===== config.mk =====
export PLATFORM = sky130hd
export DESIGN_NAME = pipeline_ctrl_flat
export DESIGN_NICKNAME = d
export VERILOG_FILES = /design/src/rtl/pipeline_ctrl_if.sv /design/src/rtl/pipeline_ctrl.sv /design/src/flat_wrapper.sv
export SDC_FILE = /design/constraint.sdc
export NUM_CORES = 1
export LEC_CHECK = 0
export ABC_AREA = 0
export BUFFER_PORTS_ARGS = -buffer_cell sky130_fd_sc_hd__buf_2
export CORE_MARGIN = 2
export CORE_UTILIZATION = 51
export CTS_CLUSTER_DIAMETER = 40
export DETAILED_ROUTE_END_ITERATION = 8
export PLACE_DENSITY_LB_ADDON = 0.1
export SYNTH_ARGS = -nofsm -noshare
export SYNTH_HDL_FRONTEND = slang
export SYNTH_SLANG_ARGS = --single-unit

===== constraint.sdc =====
create_clock -name clk -period 5.2 [get_ports clk]
set_input_delay 0 -clock clk [delete_from_list [all_inputs] [get_ports clk]]
set_output_delay 0 -clock clk [all_outputs]
set_load 0.01 [all_outputs]

===== src/rtl/pipeline_ctrl_if.sv =====
// Hazard inputs and register-control outputs exchanged between the
// pipeline datapath (master) and the stall/flush controller (slave).
interface pipeline_ctrl_if;
    logic [4:0] rs1_d;
    logic [4:0] rs2_d;
    logic       rs1_used_d;
    logic       rs2_used_d;
    logic [4:0] rd_e;
    logic       mem_read_e;
    logic       mcyc_start_e;
    logic       redirect_e;
    logic       dmem_req_m;
    logic       dmem_ready_m;
    logic       imem_ready;

    logic       pc_en;
    logic       if_id_en;
    logic       id_ex_en;
    logic       ex_mem_en;
    logic       mem_wb_en;
    logic       if_id_flush;
    logic       id_ex_flush;
    logic       ex_mem_flush;
    logic       mem_wb_flush;
    logic       mcyc_busy;

    modport master (
        output rs1_d, rs2_d, rs1_used_d, rs2_used_d, rd_e,
        output mem_read_e, mcyc_start_e, redirect_e,
        output dmem_req_m, dmem_ready_m, imem_ready,
        input  pc_en, if_id_en, id_ex_en, ex_mem_en, mem_wb_en,
        input  if_id_flush, id_ex_flush, ex_mem_flush, mem_wb_flush,
        input  mcyc_busy
    );

    modport slave (
        input  rs1_d, rs2_d, rs1_used_d, rs2_used_d, rd_e,
        input  mem_read_e, mcyc_start_e, redirect_e,
        input  dmem_req_m, dmem_ready_m, imem_ready,
        output pc_en, if_id_en, id_ex_en, ex_mem_en, mem_wb_en,
        output if_id_flush, id_ex_flush, ex_mem_flush, mem_wb_flush,
        output mcyc_busy
    );
endinterface


===== src/rtl/pipeline_ctrl.sv =====
// Stall/flush controller for the 5-stage RV32I pipeline: fixed-priority
// hazard resolution, multi-cycle EX sequencing and a front-end stall counter.
module pipeline_ctrl #(
    parameter int MulLatency = 4,
    parameter int CntWidth   = 16
) (
    input  logic                clk,
    input  logic                reset,
    pipeline_ctrl_if.slave      bus,
    output logic [CntWidth-1:0] stall_count
);

    localparam int CW = $clog2(MulLatency) + 1;
    localparam logic [0:0] IDLE = 1'b0;
    localparam logic [0:0] BUSY = 1'b1;
    localparam bit MULTI = (MulLatency > 1);
    localparam logic [CW-1:0] CNT_INIT =
        MULTI ? CW'(MulLatency - 2) : '0;

    logic [0:0]    state;
    logic [CW-1:0] cnt;
    logic          mem_stall;
    logic          load_use;
    logic          rs1_hit;
    logic          rs2_hit;
    logic          busy;
    logic [4:0]    en;
    logic [3:0]    fl;

    assign mem_stall = bus.dmem_req_m & ~bus.dmem_ready_m;
    assign rs1_hit   = bus.rs1_used_d & (bus.rs1_d == bus.rd_e);
    assign rs2_hit   = bus.rs2_used_d & (bus.rs2_d == bus.rd_e);
    assign load_use  = bus.mem_read_e & (bus.rd_e != 5'd0)
                     & (rs1_hit | rs2_hit);

    always_comb begin
        busy = 1'b0;
        if (!reset && MULTI) begin
            if (state == IDLE)
                busy = bus.mcyc_start_e & ~mem_stall;
            else
                busy = (cnt != '0) & ~mem_stall;
        end
    end

    // en = {pc, if_id, id_ex, ex_mem, mem_wb}, fl = {if_id, id_ex, ex_mem, mem_wb}
    always_comb begin
        en = 5'b11111;
        fl = 4'b0000;
        if (reset) begin
            en = 5'b00000;
        end else if (mem_stall) begin
            en = 5'b00001;
            fl = 4'b0001;
        end else if (busy) begin
            en = 5'b00011;
            fl = 4'b0010;
        end else if (bus.redirect_e) begin
            fl = 4'b1100;
        end else if (load_use) begin
            en = 5'b00111;
            fl = 4'b0100;
        end else if (!bus.imem_ready) begin
            en = 5'b01111;
            fl = 4'b1000;
        end
    end

    assign bus.pc_en        = en[4];
    assign bus.if_id_en     = en[3];
    assign bus.id_ex_en     = en[2];
    assign bus.ex_mem_en    = en[1];
    assign bus.mem_wb_en    = en[0];
    assign bus.if_id_flush  = fl[3];
    assign bus.id_ex_flush  = fl[2];
    assign bus.ex_mem_flush = fl[1];
    assign bus.mem_wb_flush = fl[0];
    assign bus.mcyc_busy    = busy;

    // A memory stall freezes the sequence; cnt==0 in BUSY releases the op.
    always_ff @(posedge clk or posedge reset) begin
        if (reset) begin
            state <= IDLE;
            cnt   <= '0;
        end else if (state == IDLE) begin
            if (busy) begin
                state <= BUSY;
                cnt   <= CNT_INIT;
            end
        end else if (!mem_stall) begin
            if (cnt != '0)
                cnt <= cnt - 1'b1;
            else
                state <= IDLE;
        end
    end

    always_ff @(posedge clk or posedge reset) begin
        if (reset)
            stall_count <= '0;
        else if (!en[4] && (stall_count != '1))
            stall_count <= stall_count + 1'b1;
    end

endmodule


===== src/flat_wrapper.sv =====
// flat-port wrapper written by rule: the top's interface ports become plain ports
module pipeline_ctrl_flat 
#(
    parameter int MulLatency = 4,
    parameter int CntWidth   = 16
)
  (clk, reset, stall_count, bus_rs1_d, bus_rs2_d, bus_rs1_used_d, bus_rs2_used_d, bus_rd_e, bus_mem_read_e, bus_mcyc_start_e, bus_redirect_e, bus_dmem_req_m, bus_dmem_ready_m, bus_imem_ready, bus_pc_en, bus_if_id_en, bus_id_ex_en, bus_ex_mem_en, bus_mem_wb_en, bus_if_id_flush, bus_id_ex_flush, bus_ex_mem_flush, bus_mem_wb_flush, bus_mcyc_busy);
  pipeline_ctrl_if bus_i ();
  input  logic clk;
  input  logic reset;
  output logic [CntWidth-1:0] stall_count;
  input wire logic [$bits(bus_i.rs1_d)-1:0] bus_rs1_d;
  input wire logic [$bits(bus_i.rs2_d)-1:0] bus_rs2_d;
  input wire logic [$bits(bus_i.rs1_used_d)-1:0] bus_rs1_used_d;
  input wire logic [$bits(bus_i.rs2_used_d)-1:0] bus_rs2_used_d;
  input wire logic [$bits(bus_i.rd_e)-1:0] bus_rd_e;
  input wire logic [$bits(bus_i.mem_read_e)-1:0] bus_mem_read_e;
  input wire logic [$bits(bus_i.mcyc_start_e)-1:0] bus_mcyc_start_e;
  input wire logic [$bits(bus_i.redirect_e)-1:0] bus_redirect_e;
  input wire logic [$bits(bus_i.dmem_req_m)-1:0] bus_dmem_req_m;
  input wire logic [$bits(bus_i.dmem_ready_m)-1:0] bus_dmem_ready_m;
  input wire logic [$bits(bus_i.imem_ready)-1:0] bus_imem_ready;
  output wire logic [$bits(bus_i.pc_en)-1:0] bus_pc_en;
  output wire logic [$bits(bus_i.if_id_en)-1:0] bus_if_id_en;
  output wire logic [$bits(bus_i.id_ex_en)-1:0] bus_id_ex_en;
  output wire logic [$bits(bus_i.ex_mem_en)-1:0] bus_ex_mem_en;
  output wire logic [$bits(bus_i.mem_wb_en)-1:0] bus_mem_wb_en;
  output wire logic [$bits(bus_i.if_id_flush)-1:0] bus_if_id_flush;
  output wire logic [$bits(bus_i.id_ex_flush)-1:0] bus_id_ex_flush;
  output wire logic [$bits(bus_i.ex_mem_flush)-1:0] bus_ex_mem_flush;
  output wire logic [$bits(bus_i.mem_wb_flush)-1:0] bus_mem_wb_flush;
  output wire logic [$bits(bus_i.mcyc_busy)-1:0] bus_mcyc_busy;
  assign bus_i.rs1_d = bus_rs1_d;
  assign bus_i.rs2_d = bus_rs2_d;
  assign bus_i.rs1_used_d = bus_rs1_used_d;
  assign bus_i.rs2_used_d = bus_rs2_used_d;
  assign bus_i.rd_e = bus_rd_e;
  assign bus_i.mem_read_e = bus_mem_read_e;
  assign bus_i.mcyc_start_e = bus_mcyc_start_e;
  assign bus_i.redirect_e = bus_redirect_e;
  assign bus_i.dmem_req_m = bus_dmem_req_m;
  assign bus_i.dmem_ready_m = bus_dmem_ready_m;
  assign bus_i.imem_ready = bus_imem_ready;
  assign bus_pc_en = bus_i.pc_en;
  assign bus_if_id_en = bus_i.if_id_en;
  assign bus_id_ex_en = bus_i.id_ex_en;
  assign bus_ex_mem_en = bus_i.ex_mem_en;
  assign bus_mem_wb_en = bus_i.mem_wb_en;
  assign bus_if_id_flush = bus_i.if_id_flush;
  assign bus_id_ex_flush = bus_i.id_ex_flush;
  assign bus_ex_mem_flush = bus_i.ex_mem_flush;
  assign bus_mem_wb_flush = bus_i.mem_wb_flush;
  assign bus_mcyc_busy = bus_i.mcyc_busy;
  pipeline_ctrl #(.MulLatency(MulLatency), .CntWidth(CntWidth)) u_core (.clk(clk), .reset(reset), .bus(bus_i), .stall_count(stall_count));
endmodule

==> key figures <==
Worst hold path
  – Class of the most critical hold timing path: in -> reg

GRT
  – Residual overflow from global routing: 0
  – Global-route wire length before repair: approximately 4400 um
  – Maximum number of pins on one net before global-route repair: 22
  – Via count of the first global-routing pass: 1023
  – Antenna violations before repair: 0
  – All-layer global routing usage: 21.45%

Worst setup path
  – Critical path endpoint category: register
  – Critical path required time: 5.40 ns
  – Startpoint class of the critical path: register
  – Endpoint arrival time on the critical path: roughly 2.1 ns
  – Critical path's largest stage delay: 0.41 ns
  – Slowest-stage cell, CP: sky130_fd_sc_hd__or3_1
  – Max Fanout on Critical Path: 5
  – Cells traversed along the worst timing path: inv_1 -> ha_1 -> nand3b_1 -> o21ai_0 -> or3_1 -> a21boi_2 -> nand2_1 -> xnor2_1 -> nor2_1
  – Worst Setup Path Type: reg -> reg

Placement
  – Final GP Congestion: 0.7523
  – Buffers on Ports: 50
  – Detailed placement HPWL: around 2100 um

Pwr
  – Leakage component of the power: 0.0007796 uW
  – PwrDens: 410.9 nW/um^2
  – VDD IR max: 0.2779 mV

Cells and area
  – Layout net count: 212
  – P&R area growth vs syn: 26.98%
  – Most common cell after layout, fill and taps aside: sky130_fd_sc_hd__buf_2
  – Filler Cells Inserted: 188
  – Fraction of final layout cells with drive strength greater than 1: 32.79%
  – Commonest cells after routing, fill and taps aside: 50 x sky130_fd_sc_hd__buf_2, 25 x sky130_fd_sc_hd__xnor2_1, 20 x sky130_fd_sc_hd__dfrtp_1
  – Final antenna diode count: 0

Routing
  – Number of nets with antenna violations after routing: 0
  – Via density per instance: 5.246
  – Remaining DRCs: 0
  – Initial DRC count: 10
  – Via Count: 1107
  – Routed length per placed instance: 12.70 um
  – Final wirelength: 2679 um
  – Detailed-router iteration count before antenna repair: 4

Die
  – Core area: 2233 um^2
  – Initial standard-cell utilization of the core: 54.40%
  – Count of pins on the block boundary: 51
  – Number of cell rows: 17
  – Total die area: 2788 um^2
  – Horizontal die dimension: roughly 53 um
  – Chip Height: 52.81 um

STA
  – Minimum clock period after layout: around 1.9 ns
  – Achievable clock frequency: 527.5 MHz
  – Unrepaired setup endpoints after global routing: false
  – Number of endpoints with negative hold slack in the final report: 0
  – Max-slew headroom at the worst pin: a little under half
  – Worst hold-check slack: 0.06349 ns
  – Final period util: 36.45%
  – Max-slew violation count: 0
  – Transition at the pin with the smallest max-transition slack: between 0.7 and 0.8 ns
  – Worst clock skew: 0.001762 ns
  – Sum of negative setup slack: 0 ns
  – Count of endpoints failing setup in the final report: 0

Clock network
  – Total of cells resized after clock tree synthesis: 0
  – Clock sinks: 20
  – Post-CTS Setup Inserts: 0
  – Clock network latency to the later pin of the worst-skew pair: 0.30 ns
  – CTS H-tree depth: 1
  – Worst-path clk slew: 0.12 ns
  – Num CTS Buffers: 3
  – CTS tree: yes
  – Cell at the root of the clock tree: sky130_fd_sc_hd__clkbuf_4
  – Bufs on Longest Clock Path: 2

Synthesis
  – Net count after synthesis: between 150 and 200
  – Register bit total from synthesis: 20
  – Number of synthesized flops with an enable pin: 0
  – Post-synthesis simple-gate area fraction: 26.06%
  – Area fraction in compound gates after synthesis: 5.870%
  – Mapped Cells: 131
  – Share of synthesized flip-flops with an asynchronous set or reset: 100.0%
  – Post-synthesis area per instance: 9.274 um^2
  – Most used flip-flop cell after synthesis: sky130_fd_sc_hd__dfrtp_1
  – Number of warnings issued by yosys: 0
  – Part of the Yosys area used for sequential elements: 41.19%
  – Dominant combinational cell family by area after synthesis: simple AND/OR/NAND/NOR gates
  – Adder-cell share of the synthesized area: 3.090%
  – Synthesized area: 1215 um^2
  – Distinct cell type count after synthesis: 34
  – Xor and xnor fraction of the mapped netlist area: 18.74%
  – Multiplexer share of the synthesized area: less than 1%

Outcome
  – Result of the run: finished, final reports clean

Job
  – Max Cap Violations: 0
-- synth_stat cells, types with 2 or more instances --
cell type / instances / area share (%)
sky130_fd_sc_hd__and3_1: 6 / 3.1
sky130_fd_sc_hd__dfrtp_1: 20 / 41
sky130_fd_sc_hd__ha_1: 3 / 3.1
sky130_fd_sc_hd__inv_1: 8 / 2.5
sky130_fd_sc_hd__nand2_1: 11 / 3.4
sky130_fd_sc_hd__nand2b_1: 2 / 1.0
sky130_fd_sc_hd__nand3_1: 3 / 1.2
sky130_fd_sc_hd__nand4_1: 13 / 6.7
sky130_fd_sc_hd__nor2_1: 14 / 4.3
sky130_fd_sc_hd__nor2b_1: 2 / 1.0
sky130_fd_sc_hd__o21ai_0: 2 / 0.82
sky130_fd_sc_hd__xnor2_1: 25 / 18
-- power breakdown --
part / switching [uW] / internal [uW] / leakage, uW
clock network: 49.5 / 77.8 / 0.0000279
registers: 58.3 / 202 / 0.000255
logic: 129 / 116 / 0.000497
total: 237 / 397 / 0.000780
-- layer usage --
layer / up-vias / GRT usage [%] / part of all wire [%]
met3: 4 / 3.429 / 4.8
met1: 516 / 25.99 / 43
li1: 550 / - / -
met4: 0 / 6.410 / 0.67
met2: 37 / 38.54 / 51
met5: - / 0 / 0
-- area by class of cell --
type | instances | area [um^2] | area share, %
clock inverters | 1 | 30.03 | 1.946
multi-input cells | 100 | 664.4 | 43.07
flip-flops and latches | 20 | 500.5 | 32.44
repair buffers | 51 | 260.3 | 16.87
clock buffers | 3 | 22.52 | 1.460
inverters | 8 | 30.03 | 1.946
well taps | 28 | 35.03 | 2.271
-- cell families after synthesis --
group | Yosys count
and+or+nand+nor | 60
adders and majority gates | 3
xor gates and xnor gates | 26
buffers and inverters | 11
DFF | 20
AOI/OAI and AO/OA | 10
muxes | 1
-- path summary, 6_finish.rpt --
check / cells after the start / end / slack (ns) / start
setup reg to reg: 9 / u_core.cnt[2]$_DFFE_PP0P_ / 3.30 / u_core.cnt[0]$_DFFE_PP0P_
max in group asynchronous: 3 / u_core.stall_count[7]$_DFFE_PP0P_ / 4.29 / reset
hold / removal: 3 / u_core.state$_DFF_PP0_ / 0.06 / bus_dmem_req_m
min in group asynchronous: 3 / u_core.cnt[1]$_DFFE_PP0P_ / 0.42 / reset
hold reg to reg: 1 / u_core.stall_count[13]$_DFFE_PP0P_ / 0.52 / u_core.stall_count[13]$_DFFE_PP0P_
setup / recovery: 9 / u_core.cnt[2]$_DFFE_PP0P_ / 3.30 / u_core.cnt[0]$_DFFE_PP0P_
-- what timing repair did --
action | 4_1_cts | 5_1_grt
hold endpoints to repair | 20 | 0
setup endpoints to repair | 0 | 0
hold buffers | 1 | 0
-- critical path, delay by kind of cell, from the launching register on --
kind / cells / cell delay [ns]
and+or+nand+nor: 4 / 0.66
AOI/OAI and AO/OA: 2 / 0.37
DFF: 1 / 0.34
adders and majority gates: 1 / 0.22
xor gates and xnor gates: 1 / 0.14
buffers and inverters: 1 / 0.07
-- state kept, by name, summed over array words and instances, names as in the netlist --
| signal | cells |
|---|---|
| u_core.cnt | 3 |
| u_core.state | 1 |
| u_core.stall_count | 16 |
-- stage by stage --
step / setup WS [ns] / cells / utilization, % / cell area, um^2 / power [uW]
after floorplan: 3.490 / 131 / - / 1215 / 422.0
after global placement: 3.395 / 206 / 66.27 / 1480 / 492.6
after detailed placement: 3.344 / 206 / 66.27 / 1480 / 509.7
after CTS: 3.321 / 211 / 69.08 / 1543 / 638.2
after global routing: 3.134 / 211 / 69.08 / 1543 / 680.7
final: 3.304 / 211 / 69.08 / 1543 / 633.9
Power figures use the tool's default switching activity.
